File: src/rtl/ps2_key_decoder_pkg.sv
// Shared types and scan-code constants for the PS/2 key decoder.
// Receiver states are one-hot.
package ps2_key_decoder_pkg;

    typedef enum logic [3:0] {
        ST_IDLE   = 4'b0001,
        ST_DATA   = 4'b0010,
        ST_PARITY = 4'b0100,
        ST_STOP   = 4'b1000
    } rx_state_e;

    localparam logic [7:0] SC_SPACE = 8'h29;
    localparam logic [7:0] SC_ESC   = 8'h76;
    localparam logic [7:0] SC_BREAK = 8'hF0;
    localparam logic [7:0] SC_EXT   = 8'hE0;

    // Odd parity over data plus parity bit.
    function automatic logic parity_ok(input logic [7:0] b, input logic p);
        return ^{b, p};
    endfunction

endpackage

File: src/rtl/ps2_key_decoder_frame_rx.sv
// PS/2 frame receiver: pin synchronisers, falling-edge detect,
// start/data/parity/stop FSM and mid-frame idle timeout.
module ps2_key_decoder_frame_rx
    import ps2_key_decoder_pkg::*;
#(
    parameter int unsigned CLK_HZ     = 50_000_000,
    parameter int unsigned TIMEOUT_US = 200
) (
    input  logic       clk,
    input  logic       rst,
    input  logic       ps2_clk,
    input  logic       ps2_data,
    output logic [7:0] rx_byte,
    output logic       byte_valid,
    output logic       frame_err
);

    localparam int unsigned TMO_CYC = CLK_HZ / 1_000_000 * TIMEOUT_US;
    localparam logic [31:0] TMO_LAST = 32'(TMO_CYC - 1);

    logic [2:0]  clk_sync;
    logic [1:0]  data_sync;
    logic        fall;
    logic        din;

    rx_state_e   state, state_n;
    logic [2:0]  bit_cnt, bit_cnt_n;
    logic [7:0]  shreg, shreg_n;
    logic        par, par_n;
    logic [31:0] tmo_cnt, tmo_cnt_n;

    assign fall    = clk_sync[2] & ~clk_sync[1];
    assign din     = data_sync[1];
    assign rx_byte = shreg;

    // Two-flop synchronisers plus a third clock copy for edge detect.
    always_ff @(posedge clk) begin
        if (!rst) begin
            clk_sync  <= 3'b111;
            data_sync <= 2'b11;
        end else begin
            clk_sync  <= {clk_sync[1:0], ps2_clk};
            data_sync <= {data_sync[0], ps2_data};
        end
    end

    // Receiver state and datapath registers.
    always_ff @(posedge clk) begin
        if (!rst) begin
            state   <= ST_IDLE;
            bit_cnt <= '0;
            shreg   <= '0;
            par     <= 1'b0;
            tmo_cnt <= '0;
        end else begin
            state   <= state_n;
            bit_cnt <= bit_cnt_n;
            shreg   <= shreg_n;
            par     <= par_n;
            tmo_cnt <= tmo_cnt_n;
        end
    end

    // Next-state, shift and timeout logic.
    always_comb begin
        state_n    = state;
        bit_cnt_n  = bit_cnt;
        shreg_n    = shreg;
        par_n      = par;
        tmo_cnt_n  = '0;
        byte_valid = 1'b0;
        frame_err  = 1'b0;
        if (state != ST_IDLE && !fall) begin
            tmo_cnt_n = tmo_cnt + 32'd1;
        end
        if (state != ST_IDLE && !fall && tmo_cnt == TMO_LAST) begin
            state_n   = ST_IDLE;
            frame_err = 1'b1;
            tmo_cnt_n = '0;
        end else if (fall) begin
            case (state)
                ST_IDLE: begin
                    if (!din) begin
                        state_n   = ST_DATA;
                        bit_cnt_n = '0;
                    end else begin
                        frame_err = 1'b1;
                    end
                end
                ST_DATA: begin
                    shreg_n   = {din, shreg[7:1]};
                    bit_cnt_n = bit_cnt + 3'd1;
                    if (bit_cnt == 3'd7) state_n = ST_PARITY;
                end
                ST_PARITY: begin
                    par_n   = din;
                    state_n = ST_STOP;
                end
                ST_STOP: begin
                    if (din && parity_ok(shreg, par)) byte_valid = 1'b1;
                    else                               frame_err  = 1'b1;
                    state_n = ST_IDLE;
                end
                default: state_n = ST_IDLE;
            endcase
        end
    end

endmodule

File: src/rtl/ps2_key_decoder.sv
// PS/2 scan-code set 2 decoder producing space/esc pulses and space_held.
// PS2_TYPEMATIC_EN: when defined, auto-repeat makes also pulse.
module ps2_key_decoder
    import ps2_key_decoder_pkg::*;
#(
    parameter int unsigned CLK_HZ     = 50_000_000,
    parameter int unsigned TIMEOUT_US = 200
) (
    input  logic       clk,
    input  logic       rst,
    input  logic       ps2_clk,
    input  logic       ps2_data,
    output logic       space,
    output logic       esc,
    output logic       space_held,
    output logic [7:0] scancode,
    output logic       code_valid,
    output logic       frame_err
);

    logic [7:0] rx_byte;
    logic       byte_valid;
    logic       rx_err;

    logic       brk_pend, brk_pend_n;
    logic       ext_pend, ext_pend_n;
    logic       esc_held, esc_held_n;
    logic       held_n;
    logic       space_n, esc_n;

    ps2_key_decoder_frame_rx #(
        .CLK_HZ     (CLK_HZ),
        .TIMEOUT_US (TIMEOUT_US)
    ) u_rx (
        .clk        (clk),
        .rst        (rst),
        .ps2_clk    (ps2_clk),
        .ps2_data   (ps2_data),
        .rx_byte    (rx_byte),
        .byte_valid (byte_valid),
        .frame_err  (rx_err)
    );

    // Prefix tracking and make/break decode of each accepted byte.
    always_comb begin
        brk_pend_n = brk_pend;
        ext_pend_n = ext_pend;
        esc_held_n = esc_held;
        held_n     = space_held;
        space_n    = 1'b0;
        esc_n      = 1'b0;
        if (byte_valid) begin
            if (rx_byte == SC_EXT) begin
                ext_pend_n = 1'b1;
            end else if (rx_byte == SC_BREAK) begin
                brk_pend_n = 1'b1;
            end else if (ext_pend) begin
                ext_pend_n = 1'b0;
                brk_pend_n = 1'b0;
            end else if (brk_pend) begin
                if (rx_byte == SC_SPACE) held_n     = 1'b0;
                if (rx_byte == SC_ESC)   esc_held_n = 1'b0;
                brk_pend_n = 1'b0;
            end else if (rx_byte == SC_SPACE) begin
`ifdef PS2_TYPEMATIC_EN
                space_n = 1'b1;
`else
                space_n = ~space_held;
`endif
                held_n = 1'b1;
            end else if (rx_byte == SC_ESC) begin
`ifdef PS2_TYPEMATIC_EN
                esc_n = 1'b1;
`else
                esc_n = ~esc_held;
`endif
                esc_held_n = 1'b1;
            end
        end
    end

    // Output and flag registers.
    always_ff @(posedge clk) begin
        if (!rst) begin
            space      <= 1'b0;
            esc        <= 1'b0;
            space_held <= 1'b0;
            scancode   <= '0;
            code_valid <= 1'b0;
            frame_err  <= 1'b0;
            brk_pend   <= 1'b0;
            ext_pend   <= 1'b0;
            esc_held   <= 1'b0;
        end else begin
            space      <= space_n;
            esc        <= esc_n;
            space_held <= held_n;
            code_valid <= byte_valid;
            frame_err  <= rx_err;
            brk_pend   <= brk_pend_n;
            ext_pend   <= ext_pend_n;
            esc_held   <= esc_held_n;
            if (byte_valid) scancode <= rx_byte;
        end
    end

endmodule

File: config.mk
export PLATFORM = sky130hd
export DESIGN_NAME = ps2_key_decoder
export DESIGN_NICKNAME = d
export VERILOG_FILES = /design/src/rtl/ps2_key_decoder_pkg.sv /design/src/rtl/ps2_key_decoder_frame_rx.sv /design/src/rtl/ps2_key_decoder.sv
export SDC_FILE = /design/constraint.sdc
export NUM_CORES = 1
export LEC_CHECK = 0
export CAP_MARGIN = 20
export CORE_UTILIZATION = 52
export CTS_CLUSTER_SIZE = 40
export DETAILED_ROUTE_END_ITERATION = 8
export PLACE_DENSITY_LB_ADDON = 0.25
export SETUP_SLACK_MARGIN = 0.02
export SLEW_MARGIN = 20
export SYNTH_ARGS = -nofsm -noshare
export SYNTH_HDL_FRONTEND = slang
export SYNTH_SLANG_ARGS = --single-unit
File: constraint.sdc
create_clock -name clk -period 2.68 [get_ports clk]
set_clock_uncertainty 0.1 [all_clocks]
set_input_delay 0.536 -clock clk [delete_from_list [all_inputs] [get_ports clk]]
set_output_delay 0.536 -clock clk [all_outputs]
set_load 0.005 [all_outputs]
==> Implementation_results.wiki, run 1 <==
{| class="wikitable"
! Metric !! Value
|-
| Path type of the worst min-delay path || reg -> reg
|-
| Resized Gates After CTS || 0
|-
| Final nets || 381
|-
| Slew at the pin closest to its max-slew limit || 0.710 ns
|-
| Antenna diodes || 0
|-
| Maximum achievable frequency || 406 MHz
|-
| Pin count of the biggest net entering global routing || 33
|-
| Detailed-route via count || 2,463
|-
| Routability Congestion || 0.837
|-
| # Post-CTS Setup Buffers || 0
|-
| Number of buffers added on ports || 16
|-
| Max clock buf depth || 2
|-
| Max_slew headroom || 52.0%
|-
| Count of unresolved DRC violations after routing || 0
|-
| Clock sinks || 69
|-
| Die boundary height || 79.3 um
|-
| DR iter-0 viols || 171
|-
| Number of hold buffers added after CTS || 0
|-
| Footprint of the flip-flops and latches || 1380 um^2
|-
| Cell area after synthesis || 3110 um^2
|-
| Fill cell count || 480
|-
| Sequential area share after synthesis || 44.4%
|-
| Proportion of layout cells with a drive suffix above 1 || 8.44%
|-
| Total grt overflow || 0
|-
| Total of max-cap violations || 0
|-
| Horizontal die dimension || 79.3 um
|-
| Cell taking the most area after synthesis || sky130_fd_sc_hd__dfxtp_1
|-
| Nature of the critical path startpoint || flip-flop
|-
| Critical Path Fanout Max || 32
|-
| RSZ-0062 raised after global routing || no
|-
| Via count of the first global-routing pass || 2,274
|-
| IR Drop Worst-Case VDD || 0.330 mV
|-
| Combinational fraction of design power || 1.9%
|-
| Detailed-route vias per instance || 5.46
|-
| # setup viols final || 0
|-
| Launch instance of the worst register-to-register path || u_rx.tmo_cnt[16]
|-
| Area contributors post-synth || sky130_fd_sc_hd__dfxtp_1, sky130_fd_sc_hd__xnor2_1, sky130_fd_sc_hd__nor2_1, sky130_fd_sc_hd__a21boi_0, sky130_fd_sc_hd__nand2_1
|-
| Count of unique library cells instantiated by Yosys || 41
|-
| Synth top area share || 44.4%
|-
| Global-route wire length before repair || 10,700 um
|-
| Minimum clock period || 2.46 ns
|-
| WL final || 6190 um
|-
| Mean cell area of the mapped netlist || 8.86 um^2
|-
| Detail Route Antenna Nets || 0
|-
| Cell Pwr Density || 516 nW/um^2
|-
| Net switching power || 421 uW
|-
| Synthesis Warnings || 0
|-
| Number of instances in the synthesized netlist || 351
|-
| Outcome || complete, no violations
|-
| Number of standard cells in the final layout excluding fillers || 451
|-
| Reg2Reg Setup Slack || 0.22 ns
|-
| Most frequent cell after synthesis || sky130_fd_sc_hd__dfxtp_1
|-
| Start point of the worst hold path || u_rx.clk_sync[0]
|-
| Data arrival at the endpoint of the critical path || 2.60 ns
|-
| Initial antenna violation count || 0
|-
| Synth Flop Type || sky130_fd_sc_hd__dfxtp_1
|-
| Worst setup path startpoint || u_rx.tmo_cnt[16]
|-
| Post-synth ARST share || 0%
|-
| HPWL after DPL || 4280 um
|-
| Commonest cells in the netlist || sky130_fd_sc_hd__dfxtp_1, sky130_fd_sc_hd__nor2_1, sky130_fd_sc_hd__nand2_1, sky130_fd_sc_hd__nand3_1, sky130_fd_sc_hd__xnor2_1
|-
| Starting utilization of the core area || 55.1%
|-
| Clock slew at reported path FFs || 0.07 ns
|-
| Sw frac || 23.1%
|-
| Worst-case reg-to-reg path depth || 6
|-
| Total nets after synthesis || 358
|-
| DRT Pass-1 Iters || 4
|-
| Number of cells in the design after placement || 435
|-
| Htree depth || 3
|-
| Clock latency reported for the late side of the worst-skew pair || 0.34 ns
|-
| Number of ports placed on the die boundary || 17
|-
| Clock power frac || 41.5%
|-
| Count of flip-flops with a built-in enable after synthesis || 0
|-
| Crit path capture type || flip-flop
|-
| Clock buffers created by TritonCTS || 9
|-
| Internal || 1.40 mW
|-
| Die Outline Area || 6290 um^2
|-
| Routed WL per cell || 13.7 um
|-
| Area added between synthesis and finish || 13.7%
|-
| Number of standard-cell rows in the floorplan || 27
|-
| Max Transition Viols Final || 0
|-
| Leakage power || 1.13 nW
|-
| Part of the power in registers || 56.6%
|-
| Final cycle utilization of the critical path || 92.0%
|-
| Floorplan Core Area || 5640 um^2
|-
| CTS tree || done
|-
| Setup TNS Final || 0 ns
|-
| Data required time at the worst endpoint || 2.82 ns
|-
| Number of hold violations in the final report || 0
|-
| Number of cells traversed by the worst hold path || 1
|-
| Total of flip-flops plus latches after synthesis || 69
|-
| Multi-input gate area in the final layout || 1620 um^2
|-
| Class of the most critical setup path || reg -> reg
|-
| Global routing usage summed across all routing layers || 21.9%
|-
| Root buf cell || sky130_fd_sc_hd__clkbuf_8
|}
-- power by group through the flow --
| stage | registers (mW) | logic, mW | clock network, mW |
|---|---|---|---|
| floorplan | 1.05 | 0.0252 | 0 |
| global placement | 1.06 | 0.0352 | 0 |
| detailed placement | 1.06 | 0.0353 | 0 |
| CTS | 1.03 | 0.0355 | 0.768 |
| global route | 1.03 | 0.0387 | 0.821 |
| finish | 1.03 | 0.0355 | 0.756 |
-- layer usage --
metal / up-vias / track usage, % / wire (um)
met4: 0 / 8.73 / 79
li1: 1264 / - / -
met1: 1151 / 32.5 / 3230
met3: 9 / 5.52 / 224
met2: 39 / 29.7 / 2650
met5: - / 0 / 0
-- cells in the final DEF, fill, tap and decap left out, types with 10 or more instances in the layout --
cell type	Yosys	final
sky130_fd_sc_hd__dfxtp_1	69	69
sky130_fd_sc_hd__nor2_1	49	49
sky130_fd_sc_hd__xor2_1	14	14
sky130_fd_sc_hd__o21ai_0	11	11
sky130_fd_sc_hd__nand2_1	33	33
sky130_fd_sc_hd__nand3_1	23	23
sky130_fd_sc_hd__clkbuf_8	0	10
sky130_fd_sc_hd__xnor2_1	23	23
sky130_fd_sc_hd__clkdlybuf4s50_1	0	16
sky130_fd_sc_hd__a21boi_0	17	17
sky130_fd_sc_hd__nand4_1	14	14
-- metrics by stage --
step,power [mW],area (um^2),setup slack [ns],utilization [%],hold WS (ns)
finish,1.82,3530,0.215,62.7,0.311
global route,1.89,3530,0.141,62.7,0.356
CTS,1.84,3530,0.207,62.7,0.315
detailed placement,1.09,3360,0.223,59.5,0.298
global placement,1.09,3360,0.281,59.5,0.292
floorplan,1.08,3110,0.390,-,0.286
-- worst max-delay path, cell delays in order (launching register included) --
cell                      delay [ns]
sky130_fd_sc_hd__dfxtp_1        0.35
sky130_fd_sc_hd__or4_1          0.55
sky130_fd_sc_hd__or4b_4         0.55
sky130_fd_sc_hd__o31ai_4        0.32
sky130_fd_sc_hd__or3_1          0.21
sky130_fd_sc_hd__buf_12         0.20
sky130_fd_sc_hd__nor2_1         0.07
-- cell type report --
cell class,count,area share [%]
Timing Repair Buffer,25,6.80
Inverter,8,0.850
Sequential cell,69,39.1
Multi-Input combinational cell,261,45.7
Tap cell,72,2.55
Clock buffer,10,3.89
Clock inverter,6,1.10
-- kinds of logic (layout without fill, tap and decap cells) --
group	after synthesis	in the layout	share of synthesized area, %
xor gates and xnor gates	39	39	11.9
muxes	2	2	0.644
AOI/OAI and AO/OA	44	44	9.58
DFF	69	69	44.4
adders and majority gates	3	3	1.21
and+or+nand+nor	173	173	28.7
buffers and inverters	21	49	3.58
-- sequential cells by signal, indices dropped and copies added (netlist names), 2 cells and up --
name            cells
u_rx.tmo_cnt       32
u_rx.data_sync      2
u_rx.rx_byte        8
u_rx.clk_sync       3
u_rx.state          4
scancode            8
u_rx.bit_cnt        3
-- path summary, 6_finish.rpt --
path,to
min reg2reg,u_rx.clk_sync[1]
max,u_rx.tmo_cnt[17]
max reg2reg,u_rx.tmo_cnt[17]
min,u_rx.clk_sync[1]
No activity file was read; power rests on OpenSTA's default activity.
==> inputs of run 2 (changes only) <==
--- a/config.mk
+++ b/config.mk
@@ -9,7 +9,7 @@
 export CORE_UTILIZATION = 52
 export CTS_CLUSTER_SIZE = 40
 export DETAILED_ROUTE_END_ITERATION = 8
-export PLACE_DENSITY_LB_ADDON = 0.25
+export PLACE_DENSITY_LB_ADDON = 0.08
 export SETUP_SLACK_MARGIN = 0.02
 export SLEW_MARGIN = 20
 export SYNTH_ARGS = -nofsm -noshare
==> run 2 against run 1 <==
Net effect: power is 6.5% higher; clock power is 16% higher; global-route usage down 0.65 points; wire length is 1.8% lower; combinational power is essentially flat; register-to-register slack barely moved; maximum frequency up 0.28%; core utilization grew 0.73 points; critical endpoint is now u_rx.tmo_cnt[21]; largest cell class unchanged; highest routed layer unchanged.
==> Implementation_results.wiki, run 2 (same netlist as run 1, synthesis figures left out) <==
{| class="wikitable"
! Metric !! Value
|-
| Number of hold violations in the final report || 0 (unchanged)
|-
| Die Outline Area || 6290 um^2 (unchanged)
|-
| RSZ-0062 raised after global routing || no
|-
| Resized Gates After CTS || 0 (unchanged)
|-
| Routed WL per cell || 13.4 um (-2.0%)
|-
| Crit path capture type || flip-flop
|-
| Pin count of the biggest net entering global routing || 33 (unchanged)
|-
| Number of ports placed on the die boundary || 17 (unchanged)
|-
| Worst flop-to-flop path endpoint || u_rx.tmo_cnt[21]
|-
| Cell type of the slowest stage on the worst timing path || sky130_fd_sc_hd__or4_1
|-
| HPWL after DPL || 4220 um (-1.5%)
|-
| Data arrival at the endpoint of the critical path || 2.59 ns (about the same)
|-
| Endpoint of the worst hold-timing path || u_rx.data_sync[1]
|-
| Flip-flop count of the largest register, all copies and words added || 32 (unchanged)
|-
| Start point of the worst hold path || u_rx.data_sync[0]
|-
| Number of cells in the design after placement || 436 (+0.23%)
|-
| Launch instance of the worst register-to-register path || u_rx.tmo_cnt[19]
|-
| Final cycle utilization of the critical path || 91.7% (-0.25 points)
|-
| Leakage power || 1.16 nW (+2.6%)
|-
| Clock buffers created by TritonCTS || 9 (unchanged)
|-
| Clock slew at reported path FFs || 0.07 ns (about the same)
|-
| Detail Route Antenna Nets || 0 (unchanged)
|-
| Clock latency reported for the late side of the worst-skew pair || 0.34 ns (about the same)
|-
| Global-route wire length before repair || 10,300 um (-3.8%)
|-
| Total of max-cap violations || 0 (unchanged)
|-
| Final nets || 382 (+0.26%)
|-
| Class of the most critical setup path || reg -> reg
|-
| Critical Path Fanout Max || 32 (unchanged)
|-
| DRT Pass-1 Iters || 4 (unchanged)
|-
| Outcome || complete, no violations
|-
| Most frequent standard cell in the layout excluding fill and tap cells || sky130_fd_sc_hd__dfxtp_1
|-
| Root buf cell || sky130_fd_sc_hd__clkbuf_8
|-
| IR Drop Worst-Case VDD || 0.305 mV (-7.4%)
|-
| Data required time at the worst endpoint || 2.81 ns (about the same)
|-
| CTS tree || done
|-
| Top reg by flops || u_rx.tmo_cnt
|-
| Setup TNS Final || 0 ns (unchanged)
|-
| Minimum clock period || 2.46 ns (-0.00678 ns)
|-
| Worst-case reg-to-reg path depth || 6 (unchanged)
|-
| Antenna diodes || 0 (unchanged)
|-
| Max clock buf depth || 2 (unchanged)
|-
| WL final || 6070 um (-1.8%)
|-
| Area added between synthesis and finish || 15.0%
|-
| Slowest cell delay on critical path || 0.56 ns (about the same)
|-
| Max Transition Viols Final || 0 (unchanged)
|-
| Detailed-route vias per instance || 5.45 (-0.14%)
|-
| Slew at the pin closest to its max-slew limit || 0.651 ns (-0.0594 ns)
|-
| Floorplan Core Area || 5640 um^2 (unchanged)
|-
| # setup viols final || 0 (unchanged)
|-
| Starting utilization of the core area || 55.1% (unchanged)
|-
| Detailed-route via count || 2,465 (+0.081%)
|-
| Via count of the first global-routing pass || 2,110 (-7.2%)
|-
| Maximum achievable frequency || 407 MHz (+0.28%)
|-
| Number of standard cells in the final layout excluding fillers || 452 (+0.22%)
|-
| Htree depth || 3 (unchanged)
|-
| Horizontal die dimension || 79.3 um (unchanged)
|-
| Max_slew headroom || 56.0% (+4.0 points)
|-
| Global routing usage summed across all routing layers || 21.2% (-0.65 points)
|-
| Nature of the critical path startpoint || flip-flop
|-
| # Post-CTS Setup Buffers || 0 (unchanged)
|-
| Commonest cells after routing, fill and taps aside || sky130_fd_sc_hd__dfxtp_1, sky130_fd_sc_hd__nor2_1, sky130_fd_sc_hd__nand2_1, sky130_fd_sc_hd__nand3_1, sky130_fd_sc_hd__xnor2_1
|-
| Routability Congestion || 0.837 (about the same)
|-
| Critical path cell sequence || or4_1 -> or4b_4 -> o31ai_4 -> or3_1 -> buf_12 -> nor2_1
|-
| Number of buffers added on ports || 16 (unchanged)
|-
| Path type of the worst min-delay path || reg -> reg
|-
| Number of standard-cell rows in the floorplan || 27 (unchanged)
|-
| Cell Pwr Density || 543 nW/um^2 (+5.2%)
|-
| Proportion of layout cells with a drive suffix above 1 || 8.68% (+0.24 points)
|-
| Clock sinks || 69 (unchanged)
|-
| DR iter-0 viols || 140 (-18%)
|-
| Number of hold buffers added after CTS || 0 (unchanged)
|-
| Count of unresolved DRC violations after routing || 0 (unchanged)
|-
| Reg2Reg Setup Slack || 0.22 ns (about the same)
|-
| Initial antenna violation count || 0 (unchanged)
|-
| Number of cells traversed by the worst hold path || 1 (unchanged)
|-
| Die boundary height || 79.3 um (unchanged)
|-
| Total grt overflow || 0 (unchanged)
|}
run 2: changes by cell type in the layout (fill, tap and decap cells not counted), sizes merged:
cell      before  now
clkinv         4    3
buf            9   10
bufinv         0    1
clkinvlp       2    0
clkbuf        10   12
run 2: critical path, delay by kind of cell, from the launching register on:
family                 cells  cell delay (ns)
AND/OR/NAND/NOR            4             1.36
buffers and inverters      1             0.19
AO/OA/AOI/OAI              1             0.32
flip-flops                 1             0.37
run 2: cell type report:
class | instances | area, um^2
clock buffers | 12 | 165
clock inverters | 4 | 45.0
fillers | 488 | 2070
inverters | 8 | 30.0
multi-input cells | 261 | 1620
flip-flops and latches | 69 | 1380
well taps | 72 | 90.1
repair buffers | 26 | 248
run 2: worst max path at each step:
stage / startpoint / endpoint
3_5_place_dp: u_rx.tmo_cnt[19] / u_rx.tmo_cnt[16]
5_1_grt: u_rx.tmo_cnt[19] / u_rx.tmo_cnt[22]
3_3_place_gp: u_rx.tmo_cnt[19] / u_rx.tmo_cnt[24]
2_1_floorplan: u_rx.tmo_cnt[16] / u_rx.tmo_cnt[24]
4_1_cts: u_rx.tmo_cnt[16] / u_rx.tmo_cnt[21]
6_report: u_rx.tmo_cnt[19] / u_rx.tmo_cnt[21]
run 2: report_power, final:
part	switching [mW]	internal (mW)	leakage (nW)
Sequential	0.00338	1.03	0.557
Clock	0.373	0.501	0.112
Combinational	0.0177	0.0175	0.495
Total	0.394	1.55	1.16
run 2: per-layer routing:
metal  track usage, %  wire, um
met1             32.8      3370
met4             10.9       101
met5                0         0
met3             4.14       197
met2             26.9      2410
run 2: stage by stage:
step	utilization (%)	total power [mW]	area, um^2	hold slack, ns	setup slack, ns
finish	63.4	1.94	3580	0.310	0.222
global route	63.4	2.01	3580	0.340	0.121
CTS	63.4	1.96	3580	0.317	0.210
detailed placement	59.7	1.09	3370	0.301	0.214
global placement	59.7	1.09	3370	0.290	0.249
floorplan	-	1.08	3110	0.286	0.390
==> inputs of run 3 (changes only) <==
--- a/config.mk
+++ b/config.mk
@@ -6,6 +6,7 @@
 export NUM_CORES = 1
 export LEC_CHECK = 0
 export CAP_MARGIN = 20
+export CORE_ASPECT_RATIO = 1.25
 export CORE_UTILIZATION = 52
 export CTS_CLUSTER_SIZE = 40
 export DETAILED_ROUTE_END_ITERATION = 8
==> run 3 against run 2 <==
Net effect: the run now ends with design-rule violations left; register-to-register slack gained 0.02 ns; combinational power grew 3%; critical endpoint is now u_rx.tmo_cnt[31]; worst hold slack gained 0.0038 ns.
==> Implementation_results.wiki, run 3 (same netlist as run 1, synthesis figures left out) <==
{| class="wikitable"
! Metric !! Value
|-
| Outcome || finished with violations
|-
| Violated checks || design-rule violations
|-
| RSZ-0062 raised after global routing || no
|-
| Maximum achievable frequency || 410 MHz (+0.90%)
|-
| Die boundary height || 88.5 um (+12%)
|-
| HPWL after DPL || 4370 um (+3.6%)
|-
| Cell Pwr Density || 585 nW/um^2 (+7.7%)
|-
| Sw frac || 19.9% (-0.35 points)
|-
| # Post-CTS Setup Buffers || 0 (unchanged)
|-
| Number of standard-cell rows in the floorplan || 31 (+15%)
|-
| Clock power frac || 49.3% (+4.3 points)
|-
| Class of the most critical setup path || reg -> reg
|-
| Crit path capture type || flip-flop
|-
| Initial antenna violation count || 0 (unchanged)
|-
| Worst-case reg-to-reg path depth || 6 (unchanged)
|-
| IR Drop Worst-Case VDD || 0.423 mV (+39%)
|-
| Part of the power in registers || 49.0% (-4.2 points)
|-
| Number of standard cells in the final layout excluding fillers || 446 (-1.3%)
|-
| Multi-input gate area in the final layout || 1620 um^2 (unchanged)
|-
| Clock slew at reported path FFs || 0.07 ns (about the same)
|-
| Flip-flop count of the largest register, all copies and words added || 32 (unchanged)
|-
| Clock sinks || 69 (unchanged)
|-
| Worst flop-to-flop path endpoint || u_rx.tmo_cnt[31]
|-
| Endpoint of the worst hold-timing path || u_rx.data_sync[1]
|-
| Horizontal die dimension || 71.2 um (-10%)
|-
| Floorplan Core Area || 5780 um^2 (+2.4%)
|-
| Most frequent standard cell in the layout excluding fill and tap cells || sky130_fd_sc_hd__dfxtp_1
|-
| Number of ports placed on the die boundary || 17 (unchanged)
|-
| Clock buffers created by TritonCTS || 9 (unchanged)
|-
| Area added between synthesis and finish || 16.0%
|-
| Detail Route Antenna Nets || 0 (unchanged)
|-
| Total of max-cap violations || 0 (unchanged)
|-
| Global-route wire length before repair || 10,400 um (+0.93%)
|-
| Number of buffers added on ports || 16 (unchanged)
|-
| Combinational fraction of design power || 1.7% (about the same)
|-
| Detailed-route via count || 2,503 (+1.5%)
|-
| Number of cells in the design after placement || 430 (-1.4%)
|-
| Leakage power || 1.17 nW (+0.55%)
|-
| Starting utilization of the core area || 53.8% (-1.3 points)
|-
| DR iter-0 viols || 172 (+23%)
|-
| Footprint of the flip-flops and latches || 1380 um^2 (unchanged)
|-
| Via count of the first global-routing pass || 2,284 (+8.2%)
|-
| Number of cells traversed by the worst hold path || 1 (unchanged)
|-
| Start point of the worst hold path || u_rx.data_sync[0]
|-
| Number of hold violations in the final report || 0 (unchanged)
|-
| Max_slew headroom || 58.0% (+2.0 points)
|-
| Setup TNS Final || 0 ns (unchanged)
|-
| Die Outline Area || 6290 um^2 (about the same)
|-
| Top reg by flops || u_rx.tmo_cnt
|-
| Internal || 1.69 mW (+9.0%)
|-
| Root buf cell || sky130_fd_sc_hd__clkbuf_8
|-
| Max Transition Viols Final || 0 (unchanged)
|-
| Antenna diodes || 0 (unchanged)
|-
| WL final || 6150 um (+1.3%)
|-
| Global routing usage summed across all routing layers || 21.4% (+0.20 points)
|-
| Clock latency reported for the late side of the worst-skew pair || 0.35 ns (about the same)
|-
| Final cycle utilization of the critical path || 90.9% (-0.82 points)
|-
| CTS tree || done
|-
| DRT Pass-1 Iters || 6 (+2)
|-
| Htree depth || 3 (unchanged)
|-
| # setup viols final || 0 (unchanged)
|-
| Number of hold buffers added after CTS || 0 (unchanged)
|-
| Nature of the critical path startpoint || flip-flop
|-
| Minimum clock period || 2.44 ns (-0.0220 ns)
|-
| Count of unresolved DRC violations after routing || 6 (+6)
|-
| Resized Gates After CTS || 0 (unchanged)
|-
| Routed WL per cell || 13.8 um (+2.6%)
|-
| Final nets || 382 (unchanged)
|-
| Routability Congestion || 0.862 (+3.0%)
|-
| Total chip power || 2.11 mW (+8.6%)
|-
| Path type of the worst min-delay path || reg -> reg
|-
| Detailed-route vias per instance || 5.61 (+2.9%)
|-
| Data arrival at the endpoint of the critical path || 2.58 ns (about the same)
|-
| Pin count of the biggest net entering global routing || 32 (-3.0%)
|-
| Data required time at the worst endpoint || 2.82 ns (about the same)
|-
| Commonest cells after routing, fill and taps aside || sky130_fd_sc_hd__dfxtp_1, sky130_fd_sc_hd__nor2_1, sky130_fd_sc_hd__nand2_1, sky130_fd_sc_hd__nand3_1, sky130_fd_sc_hd__xnor2_1
|-
| Critical Path Fanout Max || 8 (-75%)
|-
| Launch instance of the worst register-to-register path || u_rx.tmo_cnt[19]
|-
| Reg2Reg Setup Slack || 0.24 ns (+0.02 ns)
|-
| Fill cell count || 496 (+1.6%)
|-
| Slew at the pin closest to its max-slew limit || 0.622 ns (-0.0292 ns)
|-
| Max clock buf depth || 2 (unchanged)
|-
| Net switching power || 420 uW (+6.7%)
|-
| Proportion of layout cells with a drive suffix above 1 || 8.68% (unchanged)
|-
| Total grt overflow || 0 (unchanged)
|}
run 3: area by class of cell:
type	instances	area share (%)
Tap cell	66	2.29
Multi-Input combinational cell	261	44.8
Inverter	8	0.833
Clock buffer	10	3.82
Clock inverter	6	3.05
Sequential cell	69	38.3
Timing Repair Buffer	26	6.87
run 3: worst max-delay path, stage by stage, from the launching register on:
cell,delay [ns]
sky130_fd_sc_hd__dfxtp_1,0.38
sky130_fd_sc_hd__or4_1,0.52
sky130_fd_sc_hd__or4b_4,0.55
sky130_fd_sc_hd__o31ai_4,0.32
sky130_fd_sc_hd__or3_1,0.22
sky130_fd_sc_hd__buf_4,0.19
sky130_fd_sc_hd__nor2_1,0.06
run 3: stage by stage:
step | setup WS, ns | hold WS [ns] | instance area, um^2 | util (%)
floorplan | 0.390 | 0.286 | 3110 | -
global placement | 0.287 | 0.297 | 3360 | 58.1
detailed placement | 0.270 | 0.301 | 3360 | 58.1
CTS | 0.243 | 0.319 | 3610 | 62.4
global route | 0.116 | 0.343 | 3610 | 62.4
finish | 0.244 | 0.314 | 3610 | 62.4
run 3: power by group through the flow:
| stage | clock network [mW] | logic [mW] | registers [mW] |
|---|---|---|---|
| after floorplan | 0 | 0.0252 | 1.05 |
| after detailed placement | 0 | 0.0361 | 1.06 |
| final | 1.04 | 0.0361 | 1.03 |
| after CTS | 1.06 | 0.0362 | 1.03 |
| after global placement | 0 | 0.0360 | 1.06 |
| after global routing | 1.11 | 0.0395 | 1.03 |
run 3: metal layers:
metal / vias to the layer above / share of wire, % / GRT usage, %
met1: 1194 / 46 / 25.6
met4: 0 / 1.4 / 10.5
met5: - / 0 / 0
met3: 7 / 3.1 / 5.13
met2: 33 / 49 / 36.2
li1: 1269 / - / -
run 3: how the worst max path moves through the flow:
stage	end	cells after the start	start
2_1_floorplan	u_rx.tmo_cnt[24]	7	u_rx.tmo_cnt[16]
3_3_place_gp	u_rx.tmo_cnt[31]	6	u_rx.tmo_cnt[19]
3_5_place_dp	u_rx.tmo_cnt[5]	6	u_rx.tmo_cnt[19]
4_1_cts	u_rx.tmo_cnt[5]	6	u_rx.tmo_cnt[19]
5_1_grt	u_rx.tmo_cnt[30]	6	u_rx.tmo_cnt[19]
6_report	u_rx.tmo_cnt[31]	6	u_rx.tmo_cnt[19]
